===== src/rtl/isa_io_cycle_pkg.sv =====
// Shared definitions for the ISA I/O cycle engine: state encodings, direction
// values, sound-blaster port offsets and the read value reported on timeout.
package isa_pkg;

    localparam logic [2:0] ST_IDLE     = 3'd0;
    localparam logic [2:0] ST_SETUP    = 3'd1;
    localparam logic [2:0] ST_STROBE   = 3'd2;
    localparam logic [2:0] ST_WAIT_RDY = 3'd3;
    localparam logic [2:0] ST_HOLD     = 3'd4;
    localparam logic [2:0] ST_RECOVER  = 3'd5;

    localparam logic DIR_WRITE = 1'b1;
    localparam logic DIR_READ  = 1'b0;

    localparam logic [3:0] SB_RESET  = 4'h6;
    localparam logic [3:0] SB_READ   = 4'hA;
    localparam logic [3:0] SB_WRITE  = 4'hC;
    localparam logic [3:0] SB_STATUS = 4'hE;

    localparam logic [7:0] RDATA_TIMEOUT = 8'hFF;

    // Terminal value of a phase counter that runs for clks cycles starting at 0.
    function automatic logic [3:0] phase_last(input int clks);
        if (clks <= 0) begin
            return 4'd0;
        end else begin
            return 4'(clks - 1);
        end
    endfunction

endpackage


===== src/rtl/isa_io_cycle_sync2.sv =====
// Two-flop synchroniser for the asynchronous IOCHRDY line; resets to "ready".
module isa_sync2 (
    input  logic bus_clock,
    input  logic reset,
    input  logic d,
    output logic q
);

    logic meta_r;

    // Two-stage resynchronisation into the bus_clock domain.
    always_ff @(posedge bus_clock) begin
        if (reset) begin
            meta_r <= 1'b1;
            q      <= 1'b1;
        end else begin
            meta_r <= d;
            q      <= meta_r;
        end
    end

endmodule


===== src/rtl/isa_io_cycle.sv =====
// ISA 8-bit I/O bus-cycle engine: turns a one-cycle request into a timed
// IOR_n/IOW_n cycle with IOCHRDY wait states, timeout and a done pulse.
module isa_io_cycle
    import isa_pkg::*;
#(
    parameter int ADDR_SETUP_CLKS  = 1,
    parameter int STROBE_CLKS      = 4,
    parameter int RECOVERY_CLKS    = 2,
    parameter int RDY_TIMEOUT_CLKS = 64
) (
    input  logic        bus_clock,
    input  logic        reset,
    input  logic        req,
    input  logic [15:0] addr,
    input  logic [15:0] wdata,
    input  logic        dir,
    output logic        busy,
    output logic        done,
    output logic [15:0] rdata,
    output logic        timeout,
    output logic [15:0] sa,
    output logic        aen,
    output logic        ior_n,
    output logic        iow_n,
    output logic [7:0]  sd_out,
    output logic        sd_oe,
    input  logic [7:0]  sd_in,
    input  logic        iochrdy
);

    if (ADDR_SETUP_CLKS < 1 || ADDR_SETUP_CLKS > 15 ||
        STROBE_CLKS < 1 || STROBE_CLKS > 15 ||
        RECOVERY_CLKS < 0 || RECOVERY_CLKS > 15 ||
        RDY_TIMEOUT_CLKS < 1 || RDY_TIMEOUT_CLKS > 255) begin : g_param_check
        $error("isa_io_cycle: timing parameter out of range");
    end

    localparam logic [3:0] SETUP_LAST  = phase_last(ADDR_SETUP_CLKS);
    localparam logic [3:0] STROBE_LAST = phase_last(STROBE_CLKS);
    localparam logic [3:0] REC_LAST    = phase_last(RECOVERY_CLKS);
    localparam logic [7:0] WAIT_LAST   = 8'(RDY_TIMEOUT_CLKS - 1);

    logic [2:0] state_r;
    logic [3:0] phase_r;
    logic [7:0] wait_cnt_r;
    logic       dir_r;
    logic       rdy_sync_s;
    logic       strobe_end_s;
    logic       timeout_hit_s;
    logic       unused_wdata_s;

    assign unused_wdata_s = ^wdata[15:8];

    isa_sync2 u_rdy_sync (
        .bus_clock (bus_clock),
        .reset     (reset),
        .d         (iochrdy),
        .q         (rdy_sync_s)
    );

    // Decide whether this edge releases the strobe, and whether by timeout.
    always_comb begin
        strobe_end_s  = 1'b0;
        timeout_hit_s = 1'b0;
        case (state_r)
            ST_STROBE: begin
                strobe_end_s = (phase_r == STROBE_LAST) && rdy_sync_s;
            end
            ST_WAIT_RDY: begin
                if (rdy_sync_s) begin
                    strobe_end_s = 1'b1;
                end else if (wait_cnt_r == WAIT_LAST) begin
                    strobe_end_s  = 1'b1;
                    timeout_hit_s = 1'b1;
                end else begin
                    strobe_end_s = 1'b0;
                end
            end
            default: begin
                strobe_end_s = 1'b0;
            end
        endcase
    end

    // Cycle sequencer; bus outputs are set on the edge that enters each phase.
    always_ff @(posedge bus_clock) begin
        if (reset) begin
            state_r    <= ST_IDLE;
            phase_r    <= 4'd0;
            wait_cnt_r <= 8'd0;
            dir_r      <= DIR_READ;
            busy       <= 1'b0;
            done       <= 1'b0;
            rdata      <= 16'h0000;
            timeout    <= 1'b0;
            sa         <= 16'h0000;
            aen        <= 1'b1;
            ior_n      <= 1'b1;
            iow_n      <= 1'b1;
            sd_out     <= 8'h00;
            sd_oe      <= 1'b0;
        end else begin
            done <= 1'b0;
            if (strobe_end_s) begin
                state_r <= ST_HOLD;
                ior_n   <= 1'b1;
                iow_n   <= 1'b1;
                done    <= 1'b1;
                if (timeout_hit_s) begin
                    timeout <= 1'b1;
                end
                if (dir_r == DIR_READ) begin
                    rdata <= timeout_hit_s ? {8'h00, RDATA_TIMEOUT} : {8'h00, sd_in};
                end
            end else begin
                case (state_r)
                    ST_IDLE: begin
                        if (req) begin
                            state_r <= ST_SETUP;
                            phase_r <= 4'd0;
                            dir_r   <= dir;
                            sa      <= addr;
                            sd_out  <= wdata[7:0];
                            sd_oe   <= (dir == DIR_WRITE);
                            aen     <= 1'b0;
                            busy    <= 1'b1;
                            timeout <= 1'b0;
                        end
                    end
                    ST_SETUP: begin
                        if (phase_r == SETUP_LAST) begin
                            state_r <= ST_STROBE;
                            phase_r <= 4'd0;
                            ior_n   <= (dir_r != DIR_READ);
                            iow_n   <= (dir_r != DIR_WRITE);
                        end else begin
                            phase_r <= phase_r + 4'd1;
                        end
                    end
                    ST_STROBE: begin
                        if (phase_r == STROBE_LAST) begin
                            state_r    <= ST_WAIT_RDY;
                            wait_cnt_r <= 8'd0;
                        end else begin
                            phase_r <= phase_r + 4'd1;
                        end
                    end
                    ST_WAIT_RDY: begin
                        wait_cnt_r <= wait_cnt_r + 8'd1;
                    end
                    ST_HOLD: begin
                        aen     <= 1'b1;
                        sd_oe   <= 1'b0;
                        phase_r <= 4'd0;
                        if (RECOVERY_CLKS == 0) begin
                            state_r <= ST_IDLE;
                            busy    <= 1'b0;
                        end else begin
                            state_r <= ST_RECOVER;
                        end
                    end
                    ST_RECOVER: begin
                        if (phase_r == REC_LAST) begin
                            state_r <= ST_IDLE;
                            busy    <= 1'b0;
                        end else begin
                            phase_r <= phase_r + 4'd1;
                        end
                    end
                    default: begin
                        state_r <= ST_IDLE;
                        busy    <= 1'b0;
                        aen     <= 1'b1;
                        ior_n   <= 1'b1;
                        iow_n   <= 1'b1;
                        sd_oe   <= 1'b0;
                    end
                endcase
            end
        end
    end

endmodule


===== config.mk =====
export PLATFORM = sky130hd
export DESIGN_NAME = isa_io_cycle
export DESIGN_NICKNAME = d
export VERILOG_FILES = /design/src/rtl/isa_io_cycle_pkg.sv /design/src/rtl/isa_io_cycle_sync2.sv /design/src/rtl/isa_io_cycle.sv
export SDC_FILE = /design/constraint.sdc
export NUM_CORES = 1
export LEC_CHECK = 0
export CAP_MARGIN = 20
export CORE_AREA = 2 2 88 90
export DETAILED_ROUTE_END_ITERATION = 12
export DIE_AREA = 0 0 90 92
export SLEW_MARGIN = 20
export SYNTH_ARGS = -nofsm -noshare
export SYNTH_HDL_FRONTEND = slang
export SYNTH_SLANG_ARGS = --single-unit

===== constraint.sdc =====
create_clock -name bus_clock -period 2.4 [get_ports bus_clock]
set_input_delay 0.72 -clock bus_clock [delete_from_list [all_inputs] [get_ports bus_clock]]
set_output_delay 0.72 -clock bus_clock [all_outputs]
set_load 0.05 [all_outputs]

==> results.json, run 1 <==
{
  "avgSynthCellArea_um2": 8.776,
  "cts_buffers": 9,
  "post_cts_buffers": 0,
  "p_int_mw": 1.976,
  "final_cell_mix": "clkdlybuf4s50_1 (75), nand2_1 (60), dfxtp_1 (57)",
  "grtUsageTotal_pct": 15.27,
  "synth-seq-cells": 57,
  "area_delta_synth_final_pct": 42.17,
  "cts_tree": "built",
  "critPathSlowestCell": "clkdlybuf4s50_1",
  "die-area_mm2": 0.008280,
  "dp_cells": 451,
  "die_w_um": 90,
  "end_kind": "primary output",
  "p_switching_uw": 983.4,
  "tns_ps": 0,
  "syn_area_mm2": 0.002492,
  "async_flop_share_pct": 0,
  "die_h_um": 92,
  "p_per_area_mw_per_mm2": 835.1,
  "via_count": 2247,
  "arrival_ps": 1540,
  "skew_ps": 4.888,
  "row_count": 32,
  "worst_pin_slew_ps": 661.9,
  "crit_family": "buffers and inverters",
  "leakage_nw": 1.243,
  "routabilityCongestion": 0.7715,
  "cts-root-buf": "clkbuf_8",
  "dp_slack_ps": 157.3,
  "ys_warn_count": 0,
  "ios": 92,
  "outcome": "finished clean",
  "routed_wl_mm": 6.132,
  "grt_pass1_vias": 2160,
  "grt.overflow.total": 0,
  "grt_pass1_wl_mm": 10.29,
  "diodes": 0,
  "core_mm2": 0.007447,
  "firstDrtPassIters": 4,
  "antenna_found_initial": 0,
  "irDropWorstVdd_mv": 0.4233,
  "cap_violations": 0,
  "setup_viol": 0,
  "hpwl_mm": 4.160,
  "cp_cell_sequence": "clkdlybuf4s50_1",
  "max_freq_mhz": 442.6,
  "avgRoutedWirePerCell_um": 13.19,
  "fin_cells": 465,
  "clock-sinks": 57,
  "holdCritPathClass": "reg -> reg",
  "synth_edf_count": 0,
  "path_clk_slew_ps": 60,
  "drc": 0,
  "dpl_cell_area_mm2": 0.003327,
  "netlist-cell-type-count": 55,
  "rsz0062_at_grt": "no",
  "worst-path-buf-inv": 1,
  "htreeDepth": 3,
  "drive_above_1_share_pct": 12.40,
  "avgViaCountPerCell": 4.832,
  "startpoint_type": "flop",
  "slew_headroom_pct": 55.87,
  "syn-instance-count": 284,
  "switching_share_pct": 33.23,
  "synth_sequential_area_ratio_pct": 45.78,
  "synth_top_flop_cell": "dfxtp_1",
  "fin_crit_ps": 2259,
  "pwr-share-comb_pct": 29.0,
  "cts.repair.resized": 0,
  "required_ps": 1680,
  "crit_path_max_incr_delay_ps": 840,
  "final_common_cell": "clkdlybuf4s50_1",
  "port_buffers": 75,
  "antenna_left": 0,
  "path_class": "reg -> out",
  "post-route-cell-area_mm2": 0.003543,
  "grt_max_degree": 38,
  "finalMaxSlewViolations": 0,
  "max-clock-path-buffers": 2,
  "nets": 409,
  "hold_buffers": 0,
  "cp_max_fo": 3,
  "initial_core_util_pct": 33.47,
  "worstSkewPairLatency_ps": 340,
  "drtIter0Drc": 130,
  "layout_setup_ws_ps": 140.7,
  "fin_crit_sh_pct": 94.14,
  "finalPower_mw": 2.959,
  "p_seq_share_pct": 37.1,
  "p_clk_share_pct": 33.9,
  "final_hold_viol_count": 0
}
==> power by group through the flow <==
stage	clock network, mW	logic (mW)	registers, mW
floorplan	0	0.373	1.33
global placement	0	0.860	1.11
detailed placement	0	0.862	1.12
CTS	1.02	0.865	1.10
global route	1.06	0.927	1.11
finish	1.00	0.859	1.10
==> Yosys cell counts, types with 4 or more instances <==
| cell type | number | area, um2 |
|---|---|---|
| ha_1 | 4 | 50.05 |
| clkbuf_1 | 8 | 30.03 |
| buf_4 | 8 | 60.06 |
| nand2_1 | 60 | 225.2 |
| o221a_2 | 9 | 101.4 |
| dfxtp_1 | 57 | 1141 |
| nor2_1 | 4 | 15.01 |
| a21oi_1 | 41 | 205.2 |
| inv_1 | 11 | 41.29 |
| buf_2 | 4 | 20.02 |
| or4_1 | 5 | 37.54 |
| o21ai_0 | 5 | 25.02 |
| nand3_1 | 9 | 45.04 |
| o31ai_1 | 5 | 37.54 |
==> worst paths after layout <==
path,slack [ps],cells after the start,start,endpoint
setup / recovery,140,1,aen$_SDFFE_PP1P_,aen
setup reg to reg,450,4,state_r[2]$_SDFFE_PP0P_,wait_cnt_r[2]$_SDFFE_PP0P_
hold / removal,440,1,u_rdy_sync.meta_r$_SDFF_PP1_,u_rdy_sync.q$_SDFF_PP1_
hold reg to reg,440,1,u_rdy_sync.meta_r$_SDFF_PP1_,u_rdy_sync.q$_SDFF_PP1_
==> cell type report <==
class,instances,area [um2]
Clock buffer,11,151.4
Clock inverter,3,65.06
Fill cell,720,3904
Inverter,11,41.29
Multi-Input combinational cell,201,1204
Sequential cell,57,1141
Tap cell,102,127.6
Timing Repair Buffer,80,813.3
==> metal layers <==
metal  wire, um  global-route usage (%)  part of all wire [%]
met1       2772                   18.36                    45
met2       2797                   23.93                    46
met3        469                   7.477                   7.6
met4         93                   5.000                   1.5
met5          0                       0                     0
==> state kept, by name (all words and copies together), names as in the netlist, 3 cells and up <==
name,flops
phase_r,4
rdata,8
sa,16
sd_out,8
state_r,3
wait_cnt_r,8
==> through the flow <==
step / hold WS, ps / util [%]
after detailed placement: 425.0 / 44.67
after CTS: 442.4 / 47.58
after global routing: 449.2 / 47.58
after global placement: 421.3 / 44.67
final: 440.4 / 47.58
after floorplan: 389.5 / -
==> kinds of logic after synthesis <==
family                     Yosys count  synth area share [%]
AOI/OAI and AO/OA                   80                 21.44
muxes                                3                 1.255
and+or+nand+nor                    106                 22.39
buffers and inverters               33                 6.978
adders and majority gates            4                 2.008
DFF                                 57                 45.78
other                                1                0.1505
Power figures use the tool's default switching activity.
==> run 2: changes to the inputs <==
CORE_AREA = 2 2 81 83   (was 2 2 88 90)
DIE_AREA = 0 0 83 85   (was 0 0 90 92)
PLACE_DENSITY = 0.74   (was not set)
==> run 2 against run 1 <==
Routed wire length shrank 0.98%; combinational power shrank 2%; count of clock-buffer cells in the layout is the same; first-iteration DRC count shrank 27%; final cell count shrank 4.7%; fmax shrank 0.43%.
==> results.json, run 2 (synthesis gave the netlist of run 1 again) <==
{
  "layout_setup_ws_ps": 131.0,
  "rsz0062_at_grt": "no",
  "cap_violations": 0,
  "die_h_um": 85,
  "cp_max_fo": 3,
  "avgRoutedWirePerCell_um": 13.71,
  "nFillCells": 556,
  "crit_path_max_incr_delay_ps": 840,
  "finalPower_mw": 2.977,
  "cts_tree": "built",
  "row_count": 29,
  "skew_ps": 6.111,
  "cts.repair.resized": 0,
  "core_mm2": 0.006205,
  "antenna_found_initial": 0,
  "irDropWorstVdd_mv": 0.5224,
  "finalMaxSlewViolations": 0,
  "ios": 92,
  "final_common_cell": "clkdlybuf4s50_1",
  "port_buffers": 75,
  "max_freq_mhz": 440.7,
  "grt_pass1_wl_mm": 9.949,
  "p_per_area_mw_per_mm2": 848.9,
  "grtUsageTotal_pct": 17.44,
  "critPathSlowestCell": "clkdlybuf4s50_1",
  "hpwl_mm": 4.220,
  "worstSkewPairLatency_ps": 340,
  "grt.overflow.total": 0,
  "largest_reg_flops": 16,
  "hold_buffers": 0,
  "crit_family": "buffers and inverters",
  "initial_core_util_pct": 40.17,
  "drtIter0Drc": 95,
  "dp_slack_ps": 169.0,
  "largest_register": "sa",
  "fin_crit_sh_pct": 94.54,
  "die_w_um": 83,
  "drive_above_1_share_pct": 13.11,
  "worst-path-buf-inv": 1,
  "startpoint_type": "flop",
  "path_class": "reg -> out",
  "antenna_left": 0,
  "grt_pass1_vias": 2109,
  "holdCritPathClass": "reg -> reg",
  "arrival_ps": 1550,
  "htreeDepth": 3,
  "routabilityCongestion": 0.7412,
  "routed_wl_mm": 6.072,
  "grt_max_degree": 27,
  "slew_headroom_pct": 54.60,
  "path_clk_slew_ps": 60,
  "end_kind": "primary output",
  "cts-root-buf": "clkbuf_8",
  "max-clock-path-buffers": 2,
  "leakage_nw": 1.243,
  "nets": 410,
  "worst_pin_slew_ps": 681.0,
  "post_cts_buffers": 0,
  "clock-sinks": 57,
  "avgViaCountPerCell": 5.199,
  "hold_ws_ps": 408.6,
  "die-area_mm2": 0.007055,
  "outcome": "finished clean",
  "diodes": 0,
  "fin_crit_ps": 2269,
  "via_count": 2303,
  "cts_buffers": 9,
  "required_ps": 1680,
  "firstDrtPassIters": 4,
  "final_cell_mix": "clkdlybuf4s50_1 (75), nand2_1 (60), dfxtp_1 (57)",
  "final_hold_viol_count": 0,
  "tns_ps": 0,
  "cp_cell_sequence": "clkdlybuf4s50_1",
  "drc": 0,
  "setup_viol": 0,
  "area_delta_synth_final_pct": 40.71
}
==> run 2: changes by cell type in the layout (fill, tap and decap cells not counted), sizes merged <==
cell and delta:
buf +1, clkinvlp +1, clkinv +1
==> run 2: worst paths after layout <==
kind         slack, ps                      end  cells after the start                         start
min reg2reg        410  u_rdy_sync.q$_SDFF_PP1_                      1  u_rdy_sync.meta_r$_SDFF_PP1_
max reg2reg        360    rdata[4]$_SDFFE_PP0P_                      4       state_r[1]$_SDFFE_PP0P_
max                130                    sd_oe                      1            sd_oe$_SDFFE_PP0P_
min                410  u_rdy_sync.q$_SDFF_PP1_                      1  u_rdy_sync.meta_r$_SDFF_PP1_
==> run 2: metrics by stage <==
step | util (%) | std cells | area [um2]
after floorplan | - | 291 | 2519
after global placement | 52.83 | 427 | 3278
after detailed placement | 52.83 | 427 | 3278
after CTS | 56.52 | 443 | 3507
after global routing | 56.52 | 443 | 3507
final | 56.52 | 443 | 3507
==> run 2: per-layer routing <==
layer | vias to the layer above | track usage (%) | part of all wire [%]
met4 | 0 | 7.899 | 1.4
li1 | 1152 | - | -
met3 | 11 | 7.879 | 8.5
met5 | - | 0 | 0
met1 | 1075 | 20.96 | 46
met2 | 65 | 26.91 | 44
==> run 2: where the power goes <==
part	leakage, nW	switching (mW)	internal (mW)
sequential	0.465	0.0753	1.03
clock	0.115	0.394	0.637
combinational	0.663	0.534	0.307
==> run 2: layout make-up <==
cell class | instances | area (um2) | share of cell area [%]
Clock buffer | 11 | 151.4 | 4.317
Clock inverter | 5 | 77.57 | 2.212
Multi-Input combinational cell | 201 | 1204 | 34.32
Timing Repair Buffer | 81 | 795.8 | 22.69
Sequential cell | 57 | 1141 | 32.54
Tap cell | 77 | 96.34 | 2.747
Inverter | 11 | 41.29 | 1.177
